**src/rtl/key_debounce.sv**
```systemverilog
// Two-flop synchronizer plus per-key debounce FSM for active-low push-buttons.
// key_out only changes after DEBOUNCE_CYCLES consecutive cycles at the new level.
//
//   state     | meaning
//   ST_STABLE | key_out matches synchronized input, counter idle at 0
//   ST_COUNT  | synchronized input differs from key_out, counting stable cycles
module key_debounce #(
    parameter int KEY_W           = 4,
    parameter int DEBOUNCE_CYCLES = 1_000_000,
    parameter int CNT_W           = 20
) (
    input  logic             sys_clk,
    input  logic             sys_rst,
    input  logic [KEY_W-1:0] key_in,
    output logic [KEY_W-1:0] key_out,
    output logic [KEY_W-1:0] key_press,
    output logic [KEY_W-1:0] key_release,
    output logic             key_any
);

    typedef enum logic {
        ST_STABLE = 1'b0,
        ST_COUNT  = 1'b1
    } state_t;

    localparam logic [CNT_W-1:0] CNT_LAST = CNT_W'(DEBOUNCE_CYCLES - 1);

    logic [KEY_W-1:0] sync1;
    logic [KEY_W-1:0] ks;
    state_t           state [KEY_W];
    logic [CNT_W-1:0] cnt   [KEY_W];

    always_ff @(posedge sys_clk) begin
        if (sys_rst) begin
            sync1       <= '1;
            ks          <= '1;
            key_out     <= '1;
            key_press   <= '0;
            key_release <= '0;
            for (int i = 0; i < KEY_W; i++) begin
                state[i] <= ST_STABLE;
                cnt[i]   <= '0;
            end
        end else begin
            sync1 <= key_in;
            ks    <= sync1;
            for (int i = 0; i < KEY_W; i++) begin
                key_press[i]   <= 1'b0;
                key_release[i] <= 1'b0;
                case (state[i])
                    ST_STABLE: begin
                        cnt[i] <= '0;
                        if (ks[i] != key_out[i]) begin
                            state[i] <= ST_COUNT;
                            cnt[i]   <= CNT_W'(1);
                        end
                    end
                    ST_COUNT: begin
                        // Any return to the old level is a bounce: restart from zero.
                        if (ks[i] == key_out[i]) begin
                            state[i] <= ST_STABLE;
                            cnt[i]   <= '0;
                        end else if (cnt[i] == CNT_LAST) begin
                            state[i]       <= ST_STABLE;
                            cnt[i]         <= '0;
                            key_out[i]     <= ks[i];
                            key_press[i]   <= ~ks[i];
                            key_release[i] <= ks[i];
                        end else begin
                            cnt[i] <= cnt[i] + CNT_W'(1);
                        end
                    end
                    default: begin
                        state[i] <= ST_STABLE;
                        cnt[i]   <= '0;
                    end
                endcase
            end
        end
    end

    assign key_any = ~&key_out;

endmodule

```
**config.mk**
```make
export PLATFORM = sky130hd
export DESIGN_NAME = key_debounce
export DESIGN_NICKNAME = d
export VERILOG_FILES = /design/src/rtl/key_debounce.sv
export SDC_FILE = /design/constraint.sdc
export NUM_CORES = 1
export LEC_CHECK = 0
export CORE_MARGIN = 5
export CORE_UTILIZATION = 45
export CTS_CLUSTER_DIAMETER = 40
export CTS_CLUSTER_SIZE = 20
export DETAILED_ROUTE_END_ITERATION = 8
export MAX_ROUTING_LAYER = met4
export PLACE_DENSITY = 0.68
export SYNTH_ARGS = -nofsm -noshare
export SYNTH_HDL_FRONTEND = slang
export SYNTH_SLANG_ARGS = --single-unit
```
**constraint.sdc**
```tcl
create_clock -name sys_clk -period 4.55 [get_ports sys_clk]
set_input_delay 0.91 -clock sys_clk [delete_from_list [all_inputs] [get_ports sys_clk]]
set_output_delay 0.91 -clock sys_clk [all_outputs]
set_load 0.05 [all_outputs]
```
# Word-level counts from Yosys, hierarchy flattened
# Memories as Yosys holds them, arrays and structs flattened.
# Cells that the tools add are included.
# word_totals
regBits	20
ramBits	84
out_inout_bits	13
word_cells	208
n_memories	2
# op_classes
add_sub_neg	4
eq_ne	12
mux	118
n_bitwise	48
n_reduce_logical	10
# memory_table
name	depth	width	read_ports	rd_clocked_by_memory_dff	write_ports	line	text
cnt	4	20	4	0	4	31	logic [CNT_W-1:0] cnt [KEY_W];
state	4	1	4	0	4	30	state_t state [KEY_W];
# op_table
cell	count
2-to-1 mux 20 bit	20
2-to-1 mux 1 bit	98
adder 20 x 1 -> 20 bit, second input constant	4
equality test 20 bit, second input constant	4
OR 1 bit	32
inverter 1 bit	16
OR reduction 4 bit	4
AND reduction 3 bit	4
equality test 1 bit	4
inequality test 1 bit	4
AND reduction 4 bit	1
zero test 1 bit	1

# Logic depth before layout (Yosys ltp)
# Gate-level depths: netlist (run 1).
# logic_depth
ltp_word	9
ltp_mapped	8
mapped_depth_nobuf	5

# Least setup slack after synthesis (run 1)
# OpenSTA, ideal clock, no wires.
# synth_timing
path_kind	register to output
startpoint	register key_out[2]
endpoint	output key_any
arrival_ns	1.335
setup_slack_ns	2.305
stages_incl_launch_ff	2
n_path_buf	0
cell_sequence	dfxtp_1 nand4_1
# synth_between
elab_chain_cells	2
# synth_lines
item	line	text
start: declaration	15	output logic [KEY_W-1:0] key_out,
start signal: indexed assignment	66	key_out[i] <= ks[i];
AND reduction 4 bit	82	assign key_any = ~&key_out;
zero test 1 bit	82	
end: declaration	18	output logic key_any
# Every way passes these cells.

==> out/qor.csv, run 1 <==
metric,value,unit
wirelength,9490,um
fin_crit,2.76,ns
finalNetCount,609,
grt_pass1_vias,3828,
setup_slack,1.79,ns
pre_cts_ws,1.73,ns
syn_inst,507,
final_cell_mix,"edfxtp_1 (84), conb_1 (80), nor2_1 (74)",
critical_path_peak_fanout,19,
grt_overflow,0,
final_hold_viol_count,0,
worstMarginPinSlew,0.862,ns
hold_path_end,ks[3],
synthFlopType,edfxtp_1,
drive_gt1_frac,0.0546,
row_count,39,
wl_met1,4480,um
ctsHoldBuffers,0,
min_path_type,reg2reg,
fmax,0.363,GHz
hp-start,sync1[3],
diodes,0,
p_sw_frac,0.219,
tritoncts,done,
synthArstFlopShare,0,
finalCritPeriodShare,0.606,
cts.htree.levels,3,
vdd_drop_max,0.158,mV
fill_cells,1043,
synth_top_cell_area_share,0.473,
antenna_found_initial,0,
ys_seq_elements,104,
drtIter0Drc,286,
vias,3834,
finClkSkew,0.00499,ns
areaGrowthSynthToFinish,15.8,%
syn_area,5340,um^2
cp_data_arrival_time,2.83,ns
post-synth-top-area-cell,edfxtp_1,
synth_cell_types,50,
r2r-start,cnt[2][12],
critical_path.cell_chain,or4_1 -> nor4_1 -> a2111o_1 -> nor2_1,
top_layer_used,met4,
setup_viol,0,
startpoint,cnt[2][12],
clock-root-buffer,clkbuf_16,
r2r_slack,1.79,ns
die_area,14100,um^2
rsz0062_at_grt,no,
gp_congestion,0.791,
worst-r2r-cell-count,4,
grt_max_degree,24,
core-area,11500,um^2
final_common_cell,edfxtp_1,
remaining_drc_errors,0,
cts_resized,0,
dr.pass1.iters,5,
p_int,0.00146,W
holdPathStages,1,
avgSynthCellArea,10.5,um^2
clock_path_buffers,2,
critPathCaptureType,flop,
worstSetupStartpointType,flop,
yosys_warnings,0,
die_w,119,um
slew_viol_final,0,
met3_length,314,um
post_cts_buffers,0,
p_per_area,302,nW/um^2
ant_nets,0,
cap_viol_max_count,0,
cts.sinks,104,
crit_slowest_cell,a2111o_1,
finalSetupTns,0,ns
synth_edf_count,84,
port_buffers,18,
multi_input_area,2560,um^2
grt_pass1_wl,16800,um
switching_power,0.000409,W
crit_required,4.62,ns
p_leak,2.10,nW
insertion_delay,0.34,ns
cts_buffers,9,
clkPwrFrac,0.372,
slew_headroom,0.425,
start_util,0.463,
ys_top_cells_by_area,"edfxtp_1 (47%), dfxtp_1 (7.5%), nor2_1 (5.2%)",
wl_met2,4510,um
crit_path_max_incr_delay,0.69,ns
pin_count,19,
status,"complete, no violations",
pwr-share-comb,0.040,
path_class,reg2reg,
power,0.00187,W
register_area,2920,um^2
vias_per_cell,5.13,
ys_seq_area_frac,0.548,
rr_endpoint,cnt[2][10],
drt-wirelength-per-cell,12.7,um
grtUsageTotal,0.147,
hpwl,6830,um
die_y,119,um
p_seq_frac,0.588,
cts.clk_slew.worst_paths,0.07,ns
## metrics by stage
stage          cell area (um^2)  cells  utilization  hold WS [ns]
3_5_place_dp               5920    731        0.514         0.393
2_1_floorplan              5630    586            -         0.389
5_1_grt                    6180    747        0.537         0.426
6_report                   6180    747        0.537         0.407
4_1_cts                    6180    747        0.537         0.410
3_3_place_gp               5920    731        0.514         0.393
## worst max-delay path: cells and delay by family (launching register included)
| family | cells | cell delay, ns |
|---|---|---|
| AO/OA/AOI/OAI | 1 | 0.69 |
| AND/OR/NAND/NOR | 3 | 1.32 |
| flip-flops | 1 | 0.48 |
## cell type report
cell class | instances | area share
Inverter | 18 | 0.0109
Timing Repair Buffer | 20 | 0.0316
Tap cell | 143 | 0.0289
Sequential cell | 104 | 0.473
Multi-Input combinational cell | 446 | 0.414
Clock inverter | 5 | 0.00385
Clock buffer | 11 | 0.0377
## how the worst max path moves through the flow
stage | endpoint | slack (ns)
CTS | cnt[2][10] | 1.82
floorplan | key_any | 2.31
detailed placement | cnt[3][0] | 1.73
global placement | cnt[3][0] | 1.79
global route | cnt[2][9] | 1.69
finish | cnt[2][10] | 1.79
## metal layers
| layer | up-vias | track usage |
|---|---|---|
| li1 | 1976 | - |
| met1 | 1803 | 0.183 |
| met2 | 42 | 0.240 |
| met3 | 13 | 0.0246 |
| met4 | 0 | 0.0587 |
| met5 | - | - |
## cells by family (layout without fill, tap and decap cells)
group,Yosys count,count (layout),share of synthesized area
flip-flops,104,104,0.548
XOR/XNOR,56,56,0.0919
AO/OA/AOI/OAI,62,62,0.0722
multiplexers,3,3,0.00563
adder cells (fa/ha/maj),4,4,0.00938
AND/OR/NAND/NOR,241,241,0.244
other,1,80,0.000703
buffers and inverters,36,54,0.0284
## power groups by stage
stage	Clock (W)	Sequential [W]	Combinational (W)
2_1_floorplan	0	0.00111	0.0000592
3_3_place_gp	0	0.00112	0.0000702
3_5_place_dp	0	0.00112	0.0000718
4_1_cts	0.000720	0.00110	0.0000725
5_1_grt	0.000750	0.00110	0.0000863
6_report	0.000695	0.00110	0.0000742
## Yosys cell counts, drive strengths merged (3+ instances only)
library cell,number
nor4b,6
o21ai,18
a21oi,24
or3,16
inv,18
buf,6
o21bai,3
dfxtp,20
nand3,29
and2,3
and3,6
nor2,74
o31ai,5
or2,9
mux2i,3
nor3,11
nand4,25
and4,4
xor2,29
nand2,25
xnor2,27
nor4,10
clkbuf,12
ha,4
or4,14
edfxtp,84
## sequential cells by signal, summed over array words and instances, names as in the netlist
name and flops:
key_release 4, key_out 4, cnt 80, ks 4
state 4, key_press 4, sync1 4
No activity file was read; power rests on OpenSTA's default activity.
==> inputs of run 2 (changes only) <==
- clock period: 4.55 -> 2.8 ns (I/O delays scaled with it)
==> run 2 against run 1 <==
  * Utilization rose by 0.53 points
  * Register-to-register slack got worse by 1.3 ns
  * Via count is 2.7% higher
  * Highest routed layer unchanged
  * Critical path type is now reg2out
  * Clock power grew 81%
  * Sequential share of layout area is 0.46 points lower
  * Sequential power is 63% higher
  * Largest cell class unchanged
==> out/qor.csv, run 2 (synthesized netlist as in run 1, its figures left out) <==
metric,value,unit,change
final_hold_viol_count,0,,unchanged
vias,3936,,was 3834
core-area,11500,um^2,unchanged
rsz0062_at_grt,no,,unchanged
fmax,0.425,GHz,
finalCritPeriodShare,0.841,,
status,"complete, no violations",,unchanged
tritoncts,done,,unchanged
die_area,14100,um^2,unchanged
grt_pass1_vias,3721,,was 3828
grtUsageTotal,0.150,,was 0.147
pre_cts_ws,0.430,ns,was 1.73 ns
slew_headroom,0.566,,was 0.425
critical_path.cell_chain,nand4_1 -> clkdlybuf4s50_1,,was or4_1 -> nor4_1 -> a2111o_1 -> nor2_1
startpoint,key_out[2],,was cnt[2][12]
cts.sinks,104,,unchanged
die_w,119,um,unchanged
final_common_cell,edfxtp_1,,unchanged
finalNetCount,613,,was 609
critPathCaptureType,output port,,was flop
final_cell_mix,"edfxtp_1 (84), conb_1 (80), nor2_1 (74)",,unchanged
clock-root-buffer,clkbuf_16,,unchanged
crit_path_max_incr_delay,0.75,ns,was 0.69 ns
ant_nets,0,,unchanged
cts.clk_slew.worst_paths,0.07,ns,about the same
largest_register_ffs,80,,unchanged
start_util,0.463,,unchanged
crit_required,2.24,ns,was 4.62 ns
p_leak,2.13,nW,was 2.10 nW
timing.hold.ws,0.414,ns,was 0.407 ns
grt_pass1_wl,16900,um,was 16800 um
worstMarginPinSlew,0.642,ns,was 0.862 ns
crit_slowest_cell,clkdlybuf4s50_1,,was a2111o_1
cap_viol_max_count,0,,unchanged
pin_count,19,,unchanged
cts_buffers,9,,unchanged
clock_path_buffers,2,,unchanged
port_buffers,18,,unchanged
dr.pass1.iters,4,,was 5
path_class,reg2out,,was reg2reg
drive_gt1_frac,0.0625,,was 0.0546
ctsHoldBuffers,0,,unchanged
post_cts_buffers,0,,unchanged
setup_viol,0,,unchanged
cp_data_arrival_time,1.79,ns,was 2.83 ns
slew_viol_final,0,,unchanged
r2r-start,cnt[2][8],,was cnt[2][12]
die_y,119,um,unchanged
fin_crit,2.35,ns,
min_path_type,reg2reg,,unchanged
finalSetupTns,0,ns,unchanged
drt-wirelength-per-cell,13.2,um,was 12.7 um
remaining_drc_errors,0,,unchanged
vdd_drop_max,0.296,mV,was 0.158 mV
antenna_found_initial,0,,unchanged
row_count,39,,unchanged
wirelength,9930,um,was 9490 um
insertion_delay,0.35,ns,was 0.34 ns
grt_overflow,0,,unchanged
setup_slack,0.445,ns,was 1.79 ns
cts.htree.levels,3,,unchanged
finClkSkew,0.00655,ns,was 0.00499 ns
critical_path_peak_fanout,7,,was 19
vias_per_cell,5.24,,was 5.13
worstSetupStartpointType,flop,,unchanged
largest-register,cnt,,unchanged
grt_max_degree,21,,was 24
diodes,0,,unchanged
cts_resized,0,,unchanged
drtIter0Drc,286,,unchanged
hpwl,7030,um,was 6830 um
hp-start,sync1[3],,unchanged
areaGrowthSynthToFinish,16.9,%,was 15.8%
gp_congestion,0.806,,was 0.791
p_per_area,507,nW/um^2,was 302 nW/um^2
-- run 2: changes by cell type in the layout (fill, tap and decap cells not counted), sizes merged --
cell / previous run / this run
clkinvlp: 0 / 1
bufinv: 0 / 1
clkinv: 5 / 1
inv: 18 / 20
buf: 2 / 6
-- run 2: worst max-delay path, delay by kind of cell (launching register included) --
| family | cells | cell delay, ns |
|---|---|---|
| DFF | 1 | 0.50 |
| and+or+nand+nor | 1 | 0.20 |
| buffers and inverters | 1 | 0.75 |
-- run 2: layout make-up --
type	count	area [um^2]
fillers	1041	5270
inverters	18	67.6
repair buffers	24	225
multi-input cells	446	2560
flip-flops and latches	104	2920
clock buffers	11	233
well taps	143	179
clock inverters	5	55.1
-- run 2: worst paths after layout --
check	endpoint	cells past startpoint	slack, ns
worst max-delay path	key_any	2	0.45
worst min-delay path	ks[3]	1	0.41
worst max register to register	cnt[2][7]	5	0.46
worst min register to register	ks[3]	1	0.41
-- run 2: stage by stage --
stage | area, um^2 | instances | utilization | power (W)
floorplan | 5630 | 586 | - | 0.00190
global placement | 5950 | 735 | 0.517 | 0.00193
detailed placement | 5950 | 735 | 0.517 | 0.00194
CTS | 6240 | 751 | 0.542 | 0.00319
global route | 6240 | 751 | 0.542 | 0.00329
finish | 6240 | 751 | 0.542 | 0.00317
-- run 2: power breakdown --
group	switching [W]	internal [W]	total, W
logic	0.0000699	0.0000509	0.000121
clock network	0.000563	0.000694	0.00126
registers	0.0000631	0.00172	0.00179
total	0.000696	0.00247	0.00317
-- run 2: per-layer routing --
layer,part of all wire,up-vias,routed length [um],track usage
met2,0.47,46,4680,0.236
met5,0,-,0,-
li1,-,1992,-,-
met4,0.019,0,188,0.0601
met1,0.48,1882,4800,0.191
met3,0.026,16,260,0.0299
==> inputs of run 3 (changes only) <==
- PLACE_DENSITY: 0.68 -> 0.7
- clock period: 2.8 -> 2 ns (I/O delays scaled with it)
==> run 3 against run 2 <==
  * Hold slack worse by 0.0053 ns
  * Sequential share of layout area is 3.8 points lower
  * Critical path depth is 3 higher
  * Cell area is 8.9% higher
  * Non-clock buffer count is 53 higher
  * Clock-buffer cell count is 3 higher
  * Combinational power is 97% higher
  * First-iteration DRC count is 24% lower
  * Clock power is 39% higher
  * Utilization is 4.8 points higher
  * Final cell count is 7.1% higher
  * Wire length is 8.1% higher
  * Critical path type is now reg2reg
==> out/qor.csv, run 3 (synthesized netlist as in run 1, its figures left out) <==
metric,value,unit,change
post-route-util,0.590,,was 0.542
finClkSkew,0.00487,ns,was 0.00655 ns
design_area,6800,um^2,was 6240 um^2
cp_data_arrival_time,2.06,ns,was 1.79 ns
setup_viol,0,,unchanged
vdd_drop_max,0.545,mV,was 0.296 mV
tritoncts,done,,unchanged
drive_gt1_frac,0.166,,was 0.0625
final_common_cell,edfxtp_1,,unchanged
die_w,119,um,unchanged
finalSetupTns,0,ns,unchanged
holdPathStages,1,,unchanged
core-area,11500,um^2,unchanged
fin_crit,1.95,ns,
die_y,119,um,unchanged
hold_path_end,ks[3],,unchanged
remaining_drc_errors,0,,unchanged
port_buffers,18,,unchanged
r2r-start,cnt[1][8],,was cnt[2][8]
vias_per_cell,5.13,,was 5.24
start_util,0.463,,unchanged
cts.sinks,104,,unchanged
status,"complete, no violations",,unchanged
final_cell_mix,"edfxtp_1 (84), conb_1 (80), nor2_1 (74)",,unchanged
min_path_type,reg2reg,,unchanged
slew_viol_final,0,,unchanged
cts.clk_slew.worst_paths,0.07,ns,about the same
dpl_cell_area,6400,um^2,was 5950 um^2
cap_viol_max_count,0,,unchanged
worst-r2r-cell-count,5,,unchanged
dp.cells,783,,was 735
gp_congestion,0.863,,was 0.806
finalCritPeriodShare,0.975,,
wirelength,10700,um,was 9930 um
p_leak,2.45,nW,was 2.13 nW
finalNetCount,666,,was 613
cts_buffers,9,,unchanged
slew_headroom,0.634,,was 0.566
fmax,0.513,GHz,
ant_nets,0,,unchanged
grt_max_degree,22,,was 21
worstSetupStartpointType,flop,,unchanged
hpwl,7820,um,was 7030 um
hp-start,sync1[3],,unchanged
stdcell_count,804,,was 751
insertion_delay,0.35,ns,about the same
fill_cells,1013,,was 1041
row_count,39,,unchanged
areaGrowthSynthToFinish,27.3,%,was 16.9%
ctsHoldBuffers,0,,unchanged
largest_register_ffs,80,,unchanged
clock-root-buffer,clkbuf_16,,unchanged
diodes,0,,unchanged
rr_endpoint,cnt[1][2],,was cnt[2][7]
crit_required,2.11,ns,was 2.24 ns
timing.hold.ws,0.409,ns,was 0.414 ns
final_hold_viol_count,0,,unchanged
clock_path_buffers,2,,unchanged
die_area,14100,um^2,unchanged
pin_count,19,,unchanged
register_area,2920,um^2,unchanged
grt_pass1_wl,18400,um,was 16900 um
path_class,reg2reg,,was reg2out
rsz0062_at_grt,yes,,was no
r2r_slack,0.05,ns,was 0.46 ns
grt_pass1_vias,4064,,was 3721
critical_path_peak_fanout,19,,was 7
antenna_found_initial,0,,unchanged
vias,4123,,was 3936
multi_input_area,2700,um^2,was 2560 um^2
worstMarginPinSlew,0.547,ns,was 0.642 ns
cts.htree.levels,3,,unchanged
critPathCaptureType,flop,,was output port
largest-register,cnt,,unchanged
drt-wirelength-per-cell,13.3,um,was 13.2 um
p_per_area,659,nW/um^2,was 507 nW/um^2
drtIter0Drc,217,,was 286
grt_overflow,0,,unchanged
grtUsageTotal,0.162,,was 0.150
dr.pass1.iters,5,,was 4
## run 3: cell types whose count changed in the layout (fill, tap and decap cells not counted), moves of 3 or more
cell	previous run	this run
or4_4	2	5
nor4b_1	6	2
nor4b_2	0	3
clkdlybuf4s50_1	18	13
buf_4	6	62
or4_1	12	9
## run 3: worst max path at each step
stage          startpoint        endpoint  slack, ns  cells after the start
2_1_floorplan   cnt[1][8]       cnt[1][8]      -0.02                      5
3_3_place_gp    cnt[1][8]  key_release[1]       0.06                      4
3_5_place_dp    cnt[1][8]    key_press[1]      -0.01                      4
4_1_cts         cnt[2][5]      cnt[2][19]       0.02                      4
5_1_grt         cnt[1][1]       cnt[1][6]      -0.02                      6
6_report        cnt[1][8]       cnt[1][2]       0.05                      5
## run 3: metal layers
metal	vias to the layer above	part of all wire	GRT usage
met5	-	0	-
met4	0	0.023	0.0760
met3	17	0.031	0.0294
met2	69	0.49	0.260
met1	1950	0.45	0.200
li1	2087	-	-
## run 3: what timing repair did
| action | in CTS | in global routing |
|---|---|---|
| setup endpoints to repair | 2 | 72 |
| resized for setup | 3 | 9 |
| pin swaps | 0 | 3 |
| setup buffers | 0 | 5 |
| hold endpoints to repair | 0 | 0 |
## run 3: power breakdown
group          switching (W)  leakage [nW]  internal, W
Sequential         0.0000778          1.03      0.00241
Clock               0.000764         0.148     0.000986
Combinational       0.000128          1.27     0.000110
Total               0.000971          2.45      0.00351
## run 3: final cells by class
class,instances,area share
inverters,18,0.00994
multi-input cells,446,0.397
flip-flops and latches,104,0.430
clock inverters,2,0.00147
clock buffers,14,0.0420
repair buffers,77,0.0935
well taps,143,0.0263
## run 3: stage by stage
stage | power [W] | worst slack [ns]
2_1_floorplan | 0.00267 | -0.0238
3_3_place_gp | 0.00275 | 0.0595
3_5_place_dp | 0.00276 | -0.0123
4_1_cts | 0.00452 | 0.0162
5_1_grt | 0.00466 | -0.0153
6_report | 0.00448 | 0.0492
## run 3: critical path, cell delays in order (launching register included)
cell,delay [ns]
edfxtp_1,0.38
or3b_1,0.38
or4_4,0.47
o2111ai_4,0.24
buf_12,0.18
nor2_1,0.06
